==> src/rtl/seg7_pkg.sv <==
// rtl/seg7_pkg.sv - shared 7-segment code constants and capture outcome type
package seg7_pkg;

    localparam logic [6:0] SEG_BLANK = 7'b1111111;

    // Active-low gfedcba codes for hex 0..F, shared with the forward decoder
    localparam logic [6:0] SEG_HEX [16] = '{
        7'b1000000, 7'b1111001, 7'b0100100, 7'b0110000,
        7'b0011001, 7'b0010010, 7'b0000010, 7'b1111000,
        7'b0000000, 7'b0010000, 7'b0001000, 7'b0000011,
        7'b1000110, 7'b0100001, 7'b0000110, 7'b0001110
    };

    typedef enum logic [1:0] {
        VALID = 2'd0,
        BLANK = 2'd1,
        ERR   = 2'd2
    } outcome_e;

endpackage

==> src/rtl/seg7_inv.sv <==
// rtl/seg7_inv.sv - combinational inverse of the hex-to-segment decoder
module seg7_inv
    import seg7_pkg::*;
(
    input  logic [6:0] seg_i,
    output logic       hit_o,
    output logic       blank_o,
    output logic [3:0] hex_o
);

    always_comb begin
        hit_o   = 1'b0;
        hex_o   = 4'd0;
        blank_o = (seg_i == SEG_BLANK);
        for (int i = 0; i < 16; i++) begin
            if (seg_i == SEG_HEX[i]) begin
                hit_o = 1'b1;
                hex_o = 4'(i);
            end
        end
    end

endmodule

==> src/rtl/seg7_scan_decoder.sv <==
// rtl/seg7_scan_decoder.sv - recovers hex digits from a multiplexed active-low display bus
module seg7_scan_decoder
    import seg7_pkg::*;
#(
    parameter int NUM_DIGITS    = 4,
    parameter int STABLE_CYCLES = 4
) (
    input  logic                    clk,
    input  logic                    rst_n,
    input  logic [NUM_DIGITS-1:0]   an,
    input  logic [6:0]              seg,
    output logic [4*NUM_DIGITS-1:0] digits,
    output logic [NUM_DIGITS-1:0]   digit_valid,
    output logic [NUM_DIGITS-1:0]   digit_blank,
    output logic [NUM_DIGITS-1:0]   digit_err,
    output logic                    update
);

    localparam int CW = (STABLE_CYCLES > 2) ? $clog2(STABLE_CYCLES) : 1;
    localparam int IW = (NUM_DIGITS > 1) ? $clog2(NUM_DIGITS) : 1;
    localparam logic [CW-1:0] CNT_CAP = CW'(STABLE_CYCLES - 2);
    localparam logic [CW-1:0] CNT_MAX = CW'(STABLE_CYCLES - 1);

    logic [NUM_DIGITS-1:0]       s_an_q;
    logic [6:0]                  s_seg_q;
    logic [CW-1:0]               cnt_q, cnt_d;
    logic                        armed_q, armed_d;
    logic [NUM_DIGITS-1:0][3:0]  digits_q;
    logic [NUM_DIGITS-1:0]       valid_q, blank_q, err_q;
    logic                        update_q;

    logic [NUM_DIGITS-1:0] sel;
    logic                  legal;
    logic                  same;
    logic                  capture;
    logic [IW-1:0]         idx;

    logic       inv_hit, inv_blank;
    logic [3:0] inv_hex;

    outcome_e   new_out;
    logic [3:0] new_val;
    logic [2:0] new_flags;
    logic       changed;

    seg7_inv u_inv (
        .seg_i   (seg),
        .hit_o   (inv_hit),
        .blank_o (inv_blank),
        .hex_o   (inv_hex)
    );

    // Legal pair: exactly one anode driven low
    always_comb begin
        sel   = ~an;
        legal = (sel != '0) && ((sel & (sel - NUM_DIGITS'(1))) == '0);
        idx   = '0;
        for (int i = 0; i < NUM_DIGITS; i++) begin
            if (!an[i]) idx = IW'(i);
        end
    end

    always_comb begin
        same    = (an == s_an_q) && (seg == s_seg_q);
        capture = same && legal && (cnt_q == CNT_CAP) && !armed_q;

        cnt_d   = cnt_q;
        armed_d = armed_q;
        if (!same || !legal) begin
            cnt_d   = '0;
            armed_d = 1'b0;
        end else begin
            if (cnt_q != CNT_MAX) cnt_d = cnt_q + CW'(1);
            if (capture) armed_d = 1'b1;
        end
    end

    always_comb begin
        if (inv_hit) begin
            new_out = VALID;
            new_val = inv_hex;
        end else if (inv_blank) begin
            new_out = BLANK;
            new_val = 4'd0;
        end else begin
            new_out = ERR;
            new_val = 4'd0;
        end
        new_flags = {new_out == VALID, new_out == BLANK, new_out == ERR};
        changed   = {new_val, new_flags} !=
                    {digits_q[idx], valid_q[idx], blank_q[idx], err_q[idx]};
    end

    always_ff @(posedge clk) begin
        if (!rst_n) begin
            s_an_q   <= '1;
            s_seg_q  <= '1;
            cnt_q    <= '0;
            armed_q  <= 1'b0;
            digits_q <= '0;
            valid_q  <= '0;
            blank_q  <= '0;
            err_q    <= '0;
            update_q <= 1'b0;
        end else begin
            s_an_q   <= an;
            s_seg_q  <= seg;
            cnt_q    <= cnt_d;
            armed_q  <= armed_d;
            update_q <= 1'b0;
            if (capture) begin
                digits_q[idx] <= new_val;
                valid_q[idx]  <= new_flags[2];
                blank_q[idx]  <= new_flags[1];
                err_q[idx]    <= new_flags[0];
                update_q      <= changed;
            end
        end
    end

    assign digits      = digits_q;
    assign digit_valid = valid_q;
    assign digit_blank = blank_q;
    assign digit_err   = err_q;
    assign update      = update_q;

endmodule

==> config.mk <==
export PLATFORM = sky130hd
export DESIGN_NAME = seg7_scan_decoder
export DESIGN_NICKNAME = d
export VERILOG_FILES = /design/src/rtl/seg7_pkg.sv /design/src/rtl/seg7_inv.sv /design/src/rtl/seg7_scan_decoder.sv
export SDC_FILE = /design/constraint.sdc
export NUM_CORES = 1
export LEC_CHECK = 0
export CAP_MARGIN = 10
export CELL_PAD_IN_SITES_DETAIL_PLACEMENT = 1
export CELL_PAD_IN_SITES_GLOBAL_PLACEMENT = 1
export CORE_UTILIZATION = 25
export DETAILED_ROUTE_END_ITERATION = 12
export DONT_BUFFER_PORTS = 1
export PLACE_DENSITY = 0.49
export SETUP_SLACK_MARGIN = 0.3
export SYNTH_ARGS = -nofsm -noshare
export SYNTH_HDL_FRONTEND = slang
export SYNTH_HIERARCHICAL = 1
export SYNTH_SLANG_ARGS = --single-unit
==> constraint.sdc <==
create_clock -name clk -period 2.53 [get_ports clk]
set_input_delay 0.3795 -clock clk [delete_from_list [all_inputs] [get_ports clk]]
set_output_delay 0.3795 -clock clk [all_outputs]
set_load 0.03 [all_outputs]
### Yosys cells after proc, flatten, opt, wreduce, memory -nomap -nowiden

Index checks and enable logic that the tools add are counted.

* register bits after elaboration: 43
* input bits: 13

* add/subtract/negate cells: 2
* eq/ne operators: 23
* magnitude comparators: 2
* reduce and logical (&&, ||, !) cells: 16
* multiplexer cells: 53
* bitwise logic cells: 3

Operators by type and width (number)
* 4-bit two-way mux: 11
* 7-bit equality test (second input constant): 5
* 1-bit two-way mux: 22
* 7-bit by 5-bit equality test with 1-bit output (second input constant): 3
* 7-bit by 6-bit equality test with 1-bit output (second input constant): 3
* 16-bit bitwise mux: 1
* 7-bit by 2-bit equality test with 1-bit output (second input constant): 2
* 7-bit by 4-bit equality test with 1-bit output (second input constant): 2
* 4-bit bitwise mux: 3
* 2-bit two-way mux: 6
* 3-bit two-way mux: 4
* 4-bit binary-select mux with 2-bit select: 1
* 4-bit demux with 2-bit select: 1
* 7-bit by 3-bit equality test with 1-bit output (second input constant): 1
* 7-bit equality test: 1
* 7-bit zero test: 1
* 7-bit != test: 1
* 1-bit binary-select mux with 2-bit select: 3
* 1-bit logical AND: 6
* 4-bit AND: 1
* 2-bit equality test (second input constant): 2
* 4-bit equality test: 1
* 4-bit zero test: 1
* 4-bit NOT: 1
* 14 further kinds: 16

### Longest topological paths before layout

* depth in word-level cells: 20
* depth in mapped cells: 10

### By module

The synthesis kept the hierarchy.

Modules (own cells, without submodules)
* seg7_scan_decoder: cells each 223, area each 2123.3 µm², times used 1, seq. area each 860.8 µm²
* seg7_inv: cells each 54, area each 370.4 µm², times used 1, seq. area each 0.0 µm²

### Worst setup path after synthesis

No wires, ideal clock.

* path kind: in2reg
* from: in seg[0]
* to: reg update_q (netlist: update)
* setup time: 0.120 ns
* stages: 9
* required time: 2.410 ns
* data arrival time: 2.086 ns
* slack: 0.324 ns
* cell sequence: buf_6 or3b_4 a2111oi_4 a21oi_1 nand4_1 clkbuf_1 a32oi_1 a21oi_1 a21oi_1

* word-level cells in the longest chain between the ends: 20

RTL lines
* start, declared: line seg7_scan_decoder.sv:11 `input logic [6:0] seg,`
* 7-bit equality test: line seg7_inv.sv:16 `if (seg_i == SEG_HEX[i]) begin`
* 1-bit two-way mux (15 in a row): line seg7_inv.sv:16
* 1-bit two-way mux (*): line seg7_inv.sv:16
* named net inv_hit: line seg7_scan_decoder.sv:38 `logic inv_hit, inv_blank;`
* 2-bit two-way mux: line seg7_scan_decoder.sv:79 `if (inv_hit) begin`
* 2-bit equality test, or another cell as far along: line seg7_scan_decoder.sv:89 `new_flags = {new_out == VALID, new_out == BLANK, new_out == ERR};`
* 7-bit != test (*): line seg7_scan_decoder.sv:90 `changed = {new_val, new_flags} !=`
* end signal, assigned: line seg7_scan_decoder.sv:116 `update_q <= changed;`
* end, declared: line seg7_scan_decoder.sv:30 `logic update_q;`

The timed path passes the listed nets; every way through them passes the cells marked *.
A chain may end at the register's enable or synchronous reset.

### Worst setup path in the final report

* from: reg s_seg_q[6]
* to: reg blank_q[2] (netlist: digit_blank[2])

* word-level cells in the longest chain between the ends: 5

RTL lines
* start, declared: line seg7_scan_decoder.sv:25 `logic [6:0] s_seg_q;`
* start signal, assigned: line seg7_scan_decoder.sv:107 `s_seg_q <= seg;`
* 7-bit equality test: line seg7_scan_decoder.sv:64 `same = (an == s_an_q) && (seg == s_seg_q);`
* 1-bit logical AND: line seg7_scan_decoder.sv:64
* 1-bit logical AND (3 in a row): line seg7_scan_decoder.sv:65 `capture = same && legal && (cnt_q == CNT_CAP) && !armed_q;`
* end signal, assigned by index: line seg7_scan_decoder.sv:114 `blank_q[idx] <= new_flags[1];`
* end, declared: line seg7_scan_decoder.sv:29 `logic [NUM_DIGITS-1:0] valid_q, blank_q, err_q;`

No other way between the ends.

==> results by group <==
Outcome
  – Status: complete, no violations

GRT
  – Gr ovfl total: 0
  – Met3 Usage GRT: 3.97%
  – Vias in the first global route: 1,991
  – Most Crowded Layer GR: met2
  – Initial antenna violation count: 0
  – GRT Overall Usage: between 10% and 20%
  – Largest net degree at the start of global routing: 30
  – Met1 GRT Util: 18.6%
  – First-pass GRT wire length: 11,000 um
  – Grt met2 use: 21.6%

Worst setup path
  – Critical path class: reg2reg
  – Reg2Reg Setup Slack: 0.38 ns
  – CP Capture Point: digit_blank[2]
  – Critical Path End Type: flip-flop
  – Reg2Reg Depth: 7
  – Worst Path Max Fanout: 5
  – CP Launch Type: flip-flop
  – FF-to-FF Start: s_seg_q[6]
  – Req. time, crit path: roughly 2.7 ns
  – CP Launch Point: s_seg_q[6]
  – Worst R2R End: digit_blank[2]
  – Crit path arrival time: 2.33 ns

Floorplanning
  – Die height: 102 um
  – Total Die Area: 10,400 um^2
  – Num rows: 36
  – CORE AREA: 9730 um^2
  – Die W: 102 um
  – Initial Util: about a quarter
  – Ports: 42

Power
  – Clock power frac: 41.1%
  – PwrDens: 494 nW/um^2
  – Sw Pwr: 0.000326 W
  – Combinational Power Share: 7.9%
  – Sw Ratio: roughly 24%
  – Int Power: 0.00103 W
  – Max IR drop VDD: approximately 220 uV
  – Leak: about 1.0 nW
  – Flop pwr share: 50.9%

Clocking
  – CTS root buffer: clkbuf_8
  – CTS Buf Count: 5
  – CTS hold repair buffers: 0
  – CTS tree: yes
  – Max Root-Sink Buffers: 2
  – Clock latency on the worst-skew pair: 0.30 ns
  – CTS H-Tree Depth: 2
  – Clock transition at path regs: 0.09 ns
  – # clock sinks: 43

STA
  – Setup violators final: 0
  – Max Fclk: ~470 MHz
  – Setup TNS Final: 0 ns
  – RSZ-0062 raised after global routing: false
  – Final Max Slew Viols: 0
  – Final Skew: 0.00570 ns
  – Relative slew margins: 69.3%
  – Minimum clock period after layout: 2.15 ns
  – Fin. Hold Viols: 0
  – Period utilisation layout: 84.8%
  – Actual slew at the worst max-slew pin: 0.461 ns
  – Final hold slack: between 0.1 and 0.15 ns

Route
  – First-pass DRT Iterations: 4
  – Wire per inst: 16.3 um
  – DR vias/cell: 4.77
  – Antenna viol nets, final: 0
  – DRC: 0
  – Final WL: between 6000 and 7000 um
  – Via total after detailed routing: 1,961
  – DRT iter0 DRCs: 74

Final layout
  – Area Overhead vs Synth: 9.98%
  – Ant diodes: 0
  – Final #Nets: 292
  – Filler instances: between 1,000 and 1,500
  – Fraction of layout cells with a size suffix above 1: between 10% and 20%
  – Multi-input logic area: 1500 um^2
  – Final instance area: 2740 um^2
  – Post-route insts no fill: 411
  – FF/Latch Area: 861 um^2

Logic synthesis
  – Syn_nets: 292
  – Asr flop ratio synth: 0%
  – Syn Area/Cell: between 9 and 10 um^2
  – Largest area contributor in the netlist: dfxtp_1
  – Top post-synthesis cells by area: dfxtp_1, mux2i_1, nor2_1
  – Number of enable flip-flop cells after synthesis: 0
  – Post-synthesis cell area: 2490 um^2
  – Post-synthesis sequential area ratio: 34.5%
  – Synth cell types: 48
  – Yosys top cell area share: around a third
  – Synth warnings: 6
  – Ys flop type: dfxtp_1
  – Post-synthesis register bit count: 43
  – Syn Inst Count: 277

Placed design
  – Area after DPL: 2610 um^2
  – DP HPWL: 4790 um
  – Dpl cells: 401
  – Port buffer count: 0
  – Routability Congestion: around 0.70

Hold path
  – Worst min path class: in2reg

Run
  – Max-capacitance violation count: 0
[metal layers]
metal	vias up	part of all wire [%]
li1	971	-
met1	957	48
met2	31	46
met3	2	6.0
met4	0	0.43
met5	-	0
[cells in the final DEF (no fill, tap or decap), types with 2 or more instances in the layout]
cell      netlist  final
nor2_1         48     47
dfxtp_1        43     43
mux2i_1        36     36
nand2b_1       17     17
a21oi_1        12     12
buf_4           4     11
nand2_1        10     10
xor2_1         10     10
nor3_1          9      9
nand3_1         6      6
nand3b_1        6      6
inv_1           5      5
o211ai_1        5      5
clkbuf_8        2      5
nor4_4          4      4
and2_1          4      4
nor3b_1         3      3
or2_2           3      3
xnor2_1         3      3
nand4_1         3      3
o21ai_0         3      3
a211oi_1        2      2
o32ai_1         2      2
ha_1            2      2
nor4_1          2      2
[state kept, by name, summed over array words and instances (netlist names)]
name         cells
digit_err        4
s_an_q           4
digits          16
armed_q          1
s_seg_q          7
digit_blank      4
digit_valid      4
cnt_q            2
update           1
[per-stage QoR]
step | total power (W) | utilization [%] | setup WS [ns]
after floorplan | 0.000821 | - | 0.324
after global placement | 0.000814 | 26.8 | 0.105
after detailed placement | 0.000813 | 26.8 | 0.131
after CTS | 0.00138 | 28.0 | 0.308
after global routing | 0.00142 | 28.2 | 0.306
final | 0.00135 | 28.2 | 0.384
[cell families (layout without fill, tap and decap cells)]
family	count (synthesis)	in the layout	synth area share, %
and+or+nand+nor	125	125	28.8
buffers and inverters	23	24	5.62
muxes	36	36	14.5
adders and majority gates	2	2	1.00
DFF	43	43	34.5
AOI/OAI and AO/OA	35	35	11.0
xor gates and xnor gates	13	13	4.57
[repair_timing]
item | 4_1_cts | 5_1_grt
setup buffers | 0 | 2
setup endpoints to repair | 7 | 5
pin swaps | 0 | 1
resized for setup | 1 | 2
[critical path, cell delays in order (launching register included)]
cell and delay [ns]:
dfxtp_1 0.32, xor2_1 0.18, nor4_4 0.37, o2111ai_4 0.19, or4_1 0.54, buf_4 0.20
mux2i_1 0.18, nor2_1 0.05
[power groups by stage]
stage	clock network [W]	registers, W	logic (W)
2_1_floorplan	0	0.000705	0.000116
3_3_place_gp	0	0.000706	0.000108
3_5_place_dp	0	0.000706	0.000108
4_1_cts	0.000579	0.000690	0.000108
5_1_grt	0.000605	0.000691	0.000121
6_report	0.000557	0.000690	0.000107
[final cells by class]
type	instances	area share (%)
timing repair buffer	11	3.01
inverter	5	0.684
tap	133	6.07
multi-input combinational	211	54.7
clock inverter	3	1.60
clock buffer	5	2.51
sequential	43	31.4
[worst min path at each step]
stage	startpoint	end	cells past startpoint
2_1_floorplan	rst_n	s_seg_q[0]	1
4_1_cts	rst_n	s_an_q[3]	1
5_1_grt	rst_n	s_seg_q[5]	1
3_5_place_dp	rst_n	s_an_q[3]	1
6_report	rst_n	s_seg_q[4]	1
3_3_place_gp	rst_n	s_seg_q[6]	1
[Yosys cell counts (6+ instances only)]
cell type  instances
nor3_1             9
a21oi_1           12
clkbuf_1           6
nand2_1           10
dfxtp_1           43
mux2i_1           36
nor2_1            48
nand3b_1           6
nand3_1            6
nand2b_1          17
xor2_1            10
Power figures use the tool's default switching activity.
